[src/rtl/fp_pkg.sv]
// ============================================================================
// Module      : fp_pkg
// Description : Shared IEEE-754 single-precision types and FSM state encoding
// Revision    : 1.0
// ============================================================================
`default_nettype none

package fp_pkg;

  localparam int FP_BIAS   = 127;
  localparam int FP_EXP_W  = 8;
  localparam int FP_MANT_W = 23;

  typedef enum logic [2:0] {
    ST_IDLE  = 3'd0,
    ST_FETCH = 3'd1,
    ST_NORM  = 3'd2,
    ST_ROUND = 3'd3,
    ST_SEND  = 3'd4,
    ST_DONE  = 3'd5
  } state_t;

  typedef struct packed {
    logic                 sign;
    logic [FP_EXP_W-1:0]  exp;
    logic [FP_MANT_W-1:0] mant;
  } fp32_t;

endpackage

`default_nettype wire

[src/rtl/int2fp_core.sv]
// ============================================================================
// Module      : int2fp_core
// Description : Two-stage signed int32 to fp32 converter, round-to-nearest-even
// Revision    : 1.0
// ============================================================================
`default_nettype none

module int2fp_core
  import fp_pkg::*;
(
  input  logic        clk,
  input  logic        rst_n,
  input  logic        i_en,
  input  logic [31:0] i_data,
  output fp32_t       o_fp
);

  logic [31:0] w_mag;
  logic [4:0]  w_msb;
  logic        r_sign;
  logic [31:0] r_mag;
  logic [4:0]  r_msb;
  logic [31:0] w_norm;
  logic        w_up;
  logic [24:0] w_mant;
  logic [7:0]  w_exp;
  logic        w_zero;
  fp32_t       r_fp;

  // 0x80000000 negates to itself, which read as unsigned is exactly 2^31.
  assign w_mag = i_data[31] ? (~i_data + 32'd1) : i_data;

  always_comb begin
    w_msb = '0;
    for (int i = 0; i < 32; i++) begin
      if (w_mag[i]) w_msb = 5'(i);
    end
  end

  always_ff @(posedge clk or negedge rst_n) begin
    if (!rst_n) begin
      r_sign <= 1'b0;
      r_mag  <= '0;
      r_msb  <= '0;
    end else if (i_en) begin
      r_sign <= i_data[31];
      r_mag  <= w_mag;
      r_msb  <= w_msb;
    end
  end

  // Leading one lands on bit 31; bits [7:0] hold guard and sticky, zero when exact.
  assign w_norm = r_mag << (5'd31 - r_msb);
  assign w_up   = w_norm[7] & ((|w_norm[6:0]) | w_norm[8]);
  assign w_mant = {1'b0, w_norm[31:8]} + {24'd0, w_up};
  assign w_exp  = 8'(FP_BIAS) + {3'd0, r_msb} + {7'd0, w_mant[24]};
  assign w_zero = ~(w_mant[24] | w_mant[23]);

  always_ff @(posedge clk or negedge rst_n) begin
    if (!rst_n) begin
      r_fp <= '0;
    end else if (i_en) begin
      if (w_zero) begin
        r_fp <= '0;
      end else begin
        r_fp.sign <= r_sign;
        r_fp.exp  <= w_exp;
        r_fp.mant <= w_mant[22:0];
      end
    end
  end

  assign o_fp = r_fp;

endmodule

`default_nettype wire

[src/rtl/int2fp_stream_tx.sv]
// ============================================================================
// Module      : int2fp_stream_tx
// Description : Integer frame buffer streamed as fp32 words over AXI-Stream
// Revision    : 1.0
// ============================================================================
`default_nettype none

module int2fp_stream_tx
  import fp_pkg::*;
#(
  parameter int SIZE       = 10,
  parameter int DATA_WIDTH = 32,
  parameter int AW         = $clog2(SIZE)
) (
  input  logic                  s00_axi_aclk,
  input  logic                  s00_axi_aresetn,
  input  logic                  wr_en,
  input  logic [AW-1:0]         wr_addr,
  input  logic [31:0]           wr_data,
  input  logic                  start,
  output logic                  busy,
  output logic                  done,
  output logic                  m00_axis_tvalid,
  output logic [DATA_WIDTH-1:0] m00_axis_tdata,
  output logic [3:0]            m00_axis_tstrb,
  output logic                  m00_axis_tlast,
  input  logic                  m00_axis_tready
);

  localparam logic [AW-1:0] c_last_idx = AW'(SIZE - 1);
  localparam logic [AW:0]   c_size     = (AW + 1)'(SIZE);

  logic [DATA_WIDTH-1:0] r_mem [SIZE];
  state_t                r_state;
  logic [AW-1:0]         r_idx;
  logic                  r_busy;
  logic                  r_done;
  logic                  r_tvalid;
  logic                  r_tlast;
  logic [DATA_WIDTH-1:0] r_tdata;
  logic                  w_wr_ok;
  logic                  w_core_en;
  fp32_t                 w_fp;

  assign w_wr_ok = wr_en && !r_busy && ({1'b0, wr_addr} < c_size);

  always_ff @(posedge s00_axi_aclk) begin
    if (w_wr_ok) r_mem[wr_addr] <= wr_data;
  end

  // Both core stages advance through FETCH and NORM; the ROUND-stage result is valid in ROUND.
  assign w_core_en = (r_state == ST_FETCH) || (r_state == ST_NORM);

  int2fp_core u_core (
    .clk    (s00_axi_aclk),
    .rst_n  (s00_axi_aresetn),
    .i_en   (w_core_en),
    .i_data (r_mem[r_idx]),
    .o_fp   (w_fp)
  );

  always_ff @(posedge s00_axi_aclk or negedge s00_axi_aresetn) begin
    if (!s00_axi_aresetn) begin
      r_state  <= ST_IDLE;
      r_idx    <= '0;
      r_busy   <= 1'b0;
      r_done   <= 1'b0;
      r_tvalid <= 1'b0;
      r_tlast  <= 1'b0;
      r_tdata  <= '0;
    end else begin
      r_done <= 1'b0;
      case (r_state)
        ST_IDLE: begin
          if (start) begin
            r_state <= ST_FETCH;
            r_busy  <= 1'b1;
            r_idx   <= '0;
          end
        end
        ST_FETCH: r_state <= ST_NORM;
        ST_NORM:  r_state <= ST_ROUND;
        ST_ROUND: begin
          r_state  <= ST_SEND;
          r_tvalid <= 1'b1;
          r_tdata  <= w_fp;
          r_tlast  <= (r_idx == c_last_idx);
        end
        ST_SEND: begin
          if (m00_axis_tready) begin
            r_tvalid <= 1'b0;
            r_tlast  <= 1'b0;
            if (r_idx == c_last_idx) begin
              r_state <= ST_DONE;
              r_done  <= 1'b1;
            end else begin
              r_idx   <= r_idx + AW'(1);
              r_state <= ST_FETCH;
            end
          end
        end
        ST_DONE: begin
          r_state <= ST_IDLE;
          r_busy  <= 1'b0;
          r_idx   <= '0;
        end
        default: r_state <= ST_IDLE;
      endcase
    end
  end

  assign busy            = r_busy;
  assign done            = r_done;
  assign m00_axis_tvalid = r_tvalid;
  assign m00_axis_tdata  = r_tdata;
  assign m00_axis_tlast  = r_tlast;
  assign m00_axis_tstrb  = 4'hF;

endmodule

`default_nettype wire

[config.mk]
export PLATFORM = sky130hd
export DESIGN_NAME = int2fp_stream_tx
export DESIGN_NICKNAME = d
export VERILOG_FILES = /design/src/rtl/fp_pkg.sv /design/src/rtl/int2fp_core.sv /design/src/rtl/int2fp_stream_tx.sv
export SDC_FILE = /design/constraint.sdc
export NUM_CORES = 1
export LEC_CHECK = 0
export ABC_CLOCK_PERIOD_IN_PS = 10700
export CAP_MARGIN = 5
export CORE_AREA = 2 2 218 220
export CTS_CLUSTER_SIZE = 16
export DETAILED_ROUTE_END_ITERATION = 8
export DIE_AREA = 0 0 220 222
export GPL_TIMING_DRIVEN = 0
export PLACE_DENSITY_LB_ADDON = 0.3
export SYNTH_ARGS = -nofsm -noshare
export SYNTH_HDL_FRONTEND = slang
export SYNTH_SLANG_ARGS = --single-unit
[constraint.sdc]
create_clock -name s00_axi_aclk -period 10.7 [get_ports s00_axi_aclk]
set_input_delay 2.14 -clock s00_axi_aclk [delete_from_list [all_inputs] [get_ports s00_axi_aclk]]
set_output_delay 2.14 -clock s00_axi_aclk [all_outputs]
set_load 0.01 [all_outputs]
* Word level (Yosys, flattened, before mapping)
Memories as Yosys holds them, arrays and structs flattened. Cells that the tools add are included.
Word-level totals: register bits after elaboration 113, RAM bits 320, input bits 41, memories 1
Cells by class: $add $sub $neg 6, $lt $le $gt $ge 1, equal/unequal tests 9, shift-type cells 1, mux-type cells 51, bitwise gates (word level) 4, reductions and logical operators 13
Memories:
- r_mem | depth 10, bits a word 32, read ports 1, clocked after memory_dff 0, write ports 1, line int2fp_stream_tx.sv:33 | logic [DATA_WIDTH-1:0] r_mem [SIZE];
Operator list (number):
- $mux 5 | 30
- $mux 32 | 2
- $add 32x1->32 const B | 1
- $not 32->32 | 1
- $shl 32x5->32 | 1
- $add 24x1->25 | 1
- $pmux 3 s5 | 1
- $mux 4 | 3
- $pmux 4 s3 | 1
- $mux 3 | 3
- $add 7x5->8 const A | 1
- $add 8x1->8 | 1
- $mux 1 | 8
- $reduce_or 7->1 | 1
- $eq 3x2->1 const B | 2
- $eq 3x3->1 const B | 2
- $ne 2x2->1 const B | 3
- $pmux 1 s2 | 3
- $reduce_and 2->1 | 3
- $sub 5x5->5 const A | 1
- $add 4x1->4 const B | 1
- $eq 4x4->1 const B | 1
- $lt 4x4->1 const B | 1
- $reduce_and 4->1 | 1
- 9 further kinds | 12

* Logic depth before layout (Yosys ltp)
Gate-level depths: netlist (run 1). An unclocked memory read counts as a cell.
word-level depth 35, depth in mapped cells 21

* Cells and area by module
Synthesis (run 1) repeated with hierarchy kept, for this count alone.
Unflattened totals: cells, all modules 1672, area total of the unflattened synthesis 21648.3 um2
Modules (own cells, without submodules):
- int2fp_stream_tx | times used 1, cells each 870, area an instance 14288.7 um2, seq. area each 10685.2 um2
- int2fp_core | times used 1, cells each 802, area an instance 7359.6 um2, seq. area each 1751.7 um2

* Worst setup path before layout (run 1)
OpenSTA, ideal clock, no wires.
path kind input -> register, start point input wr_en, end point memory r_mem[0][0] (enable), setup time 0.461 ns, data arrival time 4.786 ns, data required time 10.239 ns, path slack 5.453 ns, stages 3, path through nand2b_1 -> or3_1 -> nor3_1
On the way: word-level cells in the longest chain between the ends 4
Ends and longest elaborated chain:
- start, declared | line int2fp_stream_tx.sv:17 | input logic wr_en,
- $logic_and 1x1->1 (2 in series) | line int2fp_stream_tx.sv:45 | assign w_wr_ok = wr_en && !r_busy && ({1'b0, wr_addr} < c_size);
- $mux 1 | line int2fp_stream_tx.sv:48 | if (w_wr_ok) r_mem[wr_addr] <= wr_data;
- $mux 1 (not written as such) | line int2fp_stream_tx.sv:48
- end, declared | line int2fp_stream_tx.sv:33
Every way passes these cells.

* Worst setup path after layout (run 1)
start point register r_idx[2], end point register u_core.r_msb[0]
On the way: word-level cells in the longest chain between the ends 35
Ends and longest elaborated chain:
- start, declared | line int2fp_stream_tx.sv:35 | logic [AW-1:0] r_idx;
- start signal, assigned | line int2fp_stream_tx.sv:97 | r_idx <= r_idx + AW'(1);
- $mem_v2 10x32 *
- $not 32->32 | line int2fp_core.sv:31 | assign w_mag = i_data[31] ? (~i_data + 32'd1) : i_data;
- $add 32x1->32 | line int2fp_core.sv:31
- $mux 32 * | line int2fp_core.sv:31
- $mux 1 | line int2fp_core.sv:36 | if (w_mag[i]) w_msb = 5'(i);
- $mux 5 (29 in series) | line int2fp_core.sv:36
- $mux 5 * | line int2fp_core.sv:36
- end signal, assigned | line int2fp_core.sv:48 | r_msb <= w_msb;
- end, declared | line int2fp_core.sv:22 | logic [4:0] r_msb;
Every way passes the cells marked *; elsewhere a longest branch is shown, timed or not. A chain may end at the register's enable or synchronous reset.

==> impl_metrics.yaml, run 1 <==
outcome:
  outcome: "finished, final reports clean"
floorplanning:
  die_x_um: 220
  io_pins: 81
  core_area_um2: 46300
  rows: 79
  die_h_um: 222
  die-area_um2: 48800
  start_util_pct: 44.6
power_and_ir_drop:
  cellLeakagePower_nw: 8.32
  peakVddDrop_v: 0.000124
  seqPwrFrac_pct: 33.8
  sw_frac_of_total_pct: 37.2
  combPwrFrac_pct: 43.2
  power_per_cell_area_nw_per_um2: 262
  intPower_mw: 3.93
  switchingPower_mw: 2.33
  clockPowerShare_pct: 23.0
critical_path:
  cp_slowest_cell: "clkbuf_1"
  end_kind: "flop"
  critPathMaxFanout: 10
  cp.arrival_ps: 5530
  critPathMostFrequentCell: "clkbuf_1"
  cp.required_ps: 11150
  crit_chain: "clkbuf_1, nor2_1, clkbuf_1, a22o_1, o31ai_2, inv_1, ha_1, clkbuf_1, and3_2, and4_1, buf_4, a21oi_1, xor2_1, o21bai_1, a211oi_1, o41ai_1, a21oi_1"
  critPathLaunchType: "flop"
  critPathMaxStageDelay_ps: 680
  crit_type: "reg2reg"
timing:
  hold_slack_ps: 464
  tns_ps: 0
  min_period_ps: 5080
  rsz0062_at_grt: "no"
  relSlewSlack_pct: 36.3
  max_slew.worst_pin.slew_ps: 929
  setup_viol: 0
  post-route-period-util_pct: 47.4
  finalHoldViolCount: 0
  max_freq_mhz: 197
  finalClockSkew_ps: 23.8
  drv_slew: 0
layout:
  final_cell_mix: "edfxtp_1 (320), nand2_1 (260), dfrtp_1 (113)"
  area_delta_synth_final_pct: 15.7
  final_common_cell: "edfxtp_1"
  design_area_um2: 23900
  n_antenna_cell: 0
  drive_gt1_share_pct: 18.2
  finalNetCount: 1700
route:
  vias: 13000
  vias_per_cell: 5.67
  drt_first_pass_iters: 5
  wl_um: 50200
  drtIter0Drc: 1028
  wl_per_cell_um: 21.9
  ant_nets: 0
  drc: 0
synthesis:
  avgSynthCellArea_um2: 13.7
  synth_cells: 1509
  synth_cell_types: 101
  seq_area_frac_synth_pct: 60.3
  ys_ff_latch: 433
  synth-edff-count: 320
  async_reset_ff_share_pct: 26.1
  synth_ff_type: "edfxtp_1"
  syn_area_um2: 20600
  yosysWarnings: 0
placement:
  placed_area_um2: 22500
  hpwlAfterDp_um: 36000
  port_buffers: 76
  place_congestion: 0.911
global_routing:
  grt_antenna_before_repair: 0
  track_usage_pct: 20.9
  grt_max_degree: 74
  grt_first_pass_wirelength_um: 77700
  globalRouteOverflowTotal: 0
  grt_pass1_vias: 13300
clock_tree:
  cts-root-buf: "clkbuf_16"
  numCtsBuffers: 45
  postCtsResizedCells: 0
  clk_latency_ps: 590
  cts_setup_buffers: 0
  cts-hold-fix-buffers: 0
  cts_tree: "yes"
  clkTransAtPathRegs_ps: 60
  clk_path_buf_depth: 3
  cts.sinks: 433
  htreeDepth: 2
hold_path:
  hold_class: "reg2reg"
job:
  cap_violations: 0
-- cell families after synthesis --
kind of cell / synth area share (%)
other cells: 0.0182
mux: 15.1
simple gates: 10.1
flops: 60.3
fa+ha+maj: 0.364
buf+inv: 3.35
compound gates: 8.26
xor+xnor: 2.52
-- critical path: cells and delay by family, from the launching register on --
kind	cells	cell delay [ps]
fa+ha+maj	1	210
simple gates	3	610
flops	1	480
compound gates	7	1650
xor+xnor	1	360
buf+inv	5	1620
-- metrics by stage --
| step | setup WS, ps | util, % | cells | power, mW |
|---|---|---|---|---|
| after global placement | 2540 | 47.9 | 2195 | 4.80 |
| after CTS | 5690 | 51.6 | 2292 | 6.30 |
| after floorplan | 5450 | - | 1512 | 4.04 |
| final | 5620 | 51.6 | 2292 | 6.26 |
| after detailed placement | 5720 | 48.7 | 2213 | 4.85 |
| after global routing | 5420 | 51.6 | 2292 | 6.62 |
-- flip-flops by register name, indices dropped and copies added (netlist names) --
signal and count:
u_core.r_sign 1, busy 1, u_core.r_mag 32, done 1, m00_axis_tvalid 1, r_mem 320
m00_axis_tdata 32, r_idx 4, u_core.o_fp 32, m00_axis_tlast 1, u_core.r_msb 5, r_state 3
-- layout make-up --
cell class / count / area (um2)
Buffer: 96 / 612
Clock buffer: 66 / 1230
Clock inverter: 13 / 114
Fill cell: 3984 / 22400
Inverter: 21 / 78.8
Multi-Input combinational cell: 962 / 7590
Sequential cell: 433 / 12400
Tap cell: 607 / 759
Timing Repair Buffer: 94 / 1060
-- power by group through the flow --
| stage | clock network, mW | registers, mW | logic (mW) |
|---|---|---|---|
| 2_1_floorplan | 0 | 2.12 | 1.92 |
| 4_1_cts | 1.47 | 2.12 | 2.71 |
| 6_report | 1.44 | 2.12 | 2.70 |
| 3_5_place_dp | 0 | 2.15 | 2.70 |
| 3_3_place_gp | 0 | 2.14 | 2.66 |
| 5_1_grt | 1.54 | 2.14 | 2.94 |
-- worst paths after layout --
kind / startpoint / endpoint / slack, ps / cells past startpoint
min in group asynchronous: s00_axi_aresetn / m00_axis_tdata[4] / 1550 / 1
min: u_core.o_fp[8] / m00_axis_tdata[8] / 460 / 2
min reg2reg: u_core.o_fp[8] / m00_axis_tdata[8] / 460 / 2
max in group asynchronous: s00_axi_aresetn / u_core.r_mag[4] / 8400 / 2
max reg2reg: r_idx[2] / u_core.r_msb[0] / 5620 / 17
max: r_idx[2] / u_core.r_msb[0] / 5620 / 17
-- cell usage after synthesis, types with 10 or more instances --
cell	count	area, um2
nor2_1	66	248
a21oi_1	39	195
xnor2_1	37	324
dfrtp_1	113	2830
mux2i_1	75	751
o22ai_1	15	93.8
mux4_2	73	1640
clkbuf_1	43	161
buf_4	17	128
nor3_1	17	85.1
buf_2	15	75.1
o31ai_1	32	240
a31oi_1	10	62.6
mux2_2	54	608
a22o_1	12	105
nand2b_1	20	125
nand2_1	260	976
o21ai_0	39	195
nand3_1	17	85.1
o21ai_1	11	55.1
edfxtp_1	320	9610
inv_1	18	67.6
xor2_1	15	131
-- routing by layer --
| metal | share of wire, % | up-vias | global-route usage (%) | wire (um) |
|---|---|---|---|---|
| met5 | 0 | - | 0 | 0 |
| met4 | 2.6 | 0 | 6.82 | 1290 |
| met3 | 3.7 | 72 | 2.25 | 1850 |
| met2 | 51 | 334 | 36.5 | 25700 |
| met1 | 43 | 6603 | 27.0 | 21300 |
| li1 | - | 5987 | - | - |
(Power assumes the default switching activity.)
==> inputs of run 2 (changes only) <==
--- a/config.mk
+++ b/config.mk
@@ -5,7 +5,7 @@
 export SDC_FILE = /design/constraint.sdc
 export NUM_CORES = 1
 export LEC_CHECK = 0
-export ABC_CLOCK_PERIOD_IN_PS = 10700
+export ABC_CLOCK_PERIOD_IN_PS = 5250
 export CAP_MARGIN = 5
 export CORE_AREA = 2 2 218 220
 export CTS_CLUSTER_SIZE = 16
==> constraint.sdc (replaced) <==
create_clock -name s00_axi_aclk -period 5.25 [get_ports s00_axi_aclk]
set_input_delay 1.05 -clock s00_axi_aclk [delete_from_list [all_inputs] [get_ports s00_axi_aclk]]
set_output_delay 1.05 -clock s00_axi_aclk [all_outputs]
set_load 0.01 [all_outputs]
==> impl_metrics.yaml, run 2 (synthesized netlist as in run 1, its figures left out) <==
outcome:
  outcome: "finished, final reports clean"
layout:
  top_register: "r_mem"
  largest_reg_flops: 320
  final_common_cell: "edfxtp_1"
  design_area_um2: 23900
  fillCellCount: 3986
  final_cell_mix: "edfxtp_1 (320), nand2_1 (260), dfrtp_1 (113)"
  finalNetCount: 1700
  drive_gt1_share_pct: 18.4
  n_antenna_cell: 0
  area_delta_synth_final_pct: 15.8
timing:
  max_slew.worst_pin.slew_ps: 912
  drv_slew: 0
  rsz0062_at_grt: "no"
  relSlewSlack_pct: 37.5
  finalClockSkew_ps: 24.8
  max_freq_mhz: 200
  finalHoldViolCount: 0
  setup_ws_ps: 247
  min_period_ps: 5000
  setup_viol: 0
  hold_slack_ps: 460
  post-route-period-util_pct: 95.3
route:
  vias: 13000
  ant_nets: 0
  drtIter0Drc: 983
  drt_first_pass_iters: 5
  drc: 0
  vias_per_cell: 5.67
  wl_per_cell_um: 21.8
  wl_um: 50100
clock_tree:
  cts-root-buf: "clkbuf_16"
  clk_latency_ps: 590
  numCtsBuffers: 45
  clk_path_buf_depth: 3
  cts.sinks: 433
  cts_tree: "yes"
  htreeDepth: 2
  clkTransAtPathRegs_ps: 60
floorplanning:
  rows: 79
  io_pins: 81
  die_x_um: 220
  die_h_um: 222
  core_area_um2: 46300
  start_util_pct: 44.6
  die-area_um2: 48800
critical_path:
  end_kind: "flop"
  cp.arrival_ps: 5480
  crit_type: "reg2reg"
  cp.required_ps: 5730
  reg2reg_slack_ps: 250
  r2r_cells: 15
  reg2reg_to: "u_core.o_fp[27]"
  critPathLaunchType: "flop"
  r2r_start: "u_core.r_msb[3]"
  critPathMaxFanout: 10
global_routing:
  grt_first_pass_wirelength_um: 77700
  grt_antenna_before_repair: 0
  track_usage_pct: 20.9
  globalRouteOverflowTotal: 0
  grt_pass1_vias: 13300
  grt_max_degree: 74
power_and_ir_drop:
  peakVddDrop_v: 0.000250
  power_per_cell_area_nw_per_um2: 534
  cellLeakagePower_nw: 8.33
hold_path:
  hold_class: "in2async"
job:
  cap_violations: 0
placement:
  place_congestion: 0.911
  place_ws_ps: 274
  placed_area_um2: 22500
  port_buffers: 76
  hpwlAfterDp_um: 36000
-- run 2: cell types whose count changed in the layout (fill, tap and decap cells not counted) --
| cell | change |
|---|---|
| o32ai_1 | -1 |
| clkbuf_1 | -1 |
| clkbuf_2 | +2 |
| o32ai_2 | +1 |
| buf_1 | -1 |
-- run 2: final cells by class --
cell class / count / area [um2] / share of cell area (%)
tap: 607 / 759 / 3.18
sequential: 433 / 12400 / 52.1
inverter: 21 / 78.8 / 0.330
multi-input combinational: 962 / 7590 / 31.8
clock inverter: 13 / 114 / 0.477
timing repair buffer: 94 / 1060 / 4.43
buffer: 96 / 614 / 2.57
clock buffer: 66 / 1230 / 5.17
-- run 2: metal layers --
metal	vias up	part of all wire, %	global-route usage, %
met2	338	51	36.5
met5	-	0	0
met1	6587	42	27.0
met4	0	2.7	6.82
met3	85	4.0	2.25
li1	5983	-	-
-- run 2: timing repair --
item | in CTS | in global routing
setup buffers | 0 | 0
setup endpoints to repair | 0 | 4
hold buffers | 0 | 0
resized for setup | 0 | 4
-- run 2: stage by stage --
step,power (mW),std cells,util [%],setup TNS [ps]
after floorplan,8.24,1512,-,0
after global placement,9.79,2195,47.9,-279470
after detailed placement,9.88,2213,48.7,0
after CTS,12.8,2292,51.6,0
after global routing,13.5,2292,51.6,0
final,12.8,2292,51.6,0
-- run 2: how the worst max path moves through the flow --
stage / from / to / slack [ps]
6_report: u_core.r_msb[3] / u_core.o_fp[27] / 250
5_1_grt: r_idx[0] / u_core.r_msb[0] / 0.4
4_1_cts: u_core.r_msb[3] / u_core.o_fp[27] / 240
3_5_place_dp: u_core.r_msb[3] / u_core.o_fp[27] / 270
3_3_place_gp: wr_en / r_mem[0][19] / -1820
2_1_floorplan: u_core.r_msb[0] / u_core.o_fp[27] / 970
-- run 2: worst max-delay path, stage by stage (launching register included) --
cell,delay (ps)
dfrtp_1,370
clkbuf_1,190
inv_2,240
buf_1,530
mux2i_1,520
and2_1,200
ha_1,180
nand4_1,190
or3b_1,470
nor3_2,360
or4b_2,670
ha_1,230
ha_1,200
and3_1,210
xnor2_1,120
o31ai_1,200
-- run 2: where the power goes --
| group | switching, mW | internal (mW) |
|---|---|---|
| clock | 1.29 | 1.64 |
| combinational | 3.17 | 2.34 |
| sequential | 0.278 | 4.04 |
| total | 4.74 | 8.02 |
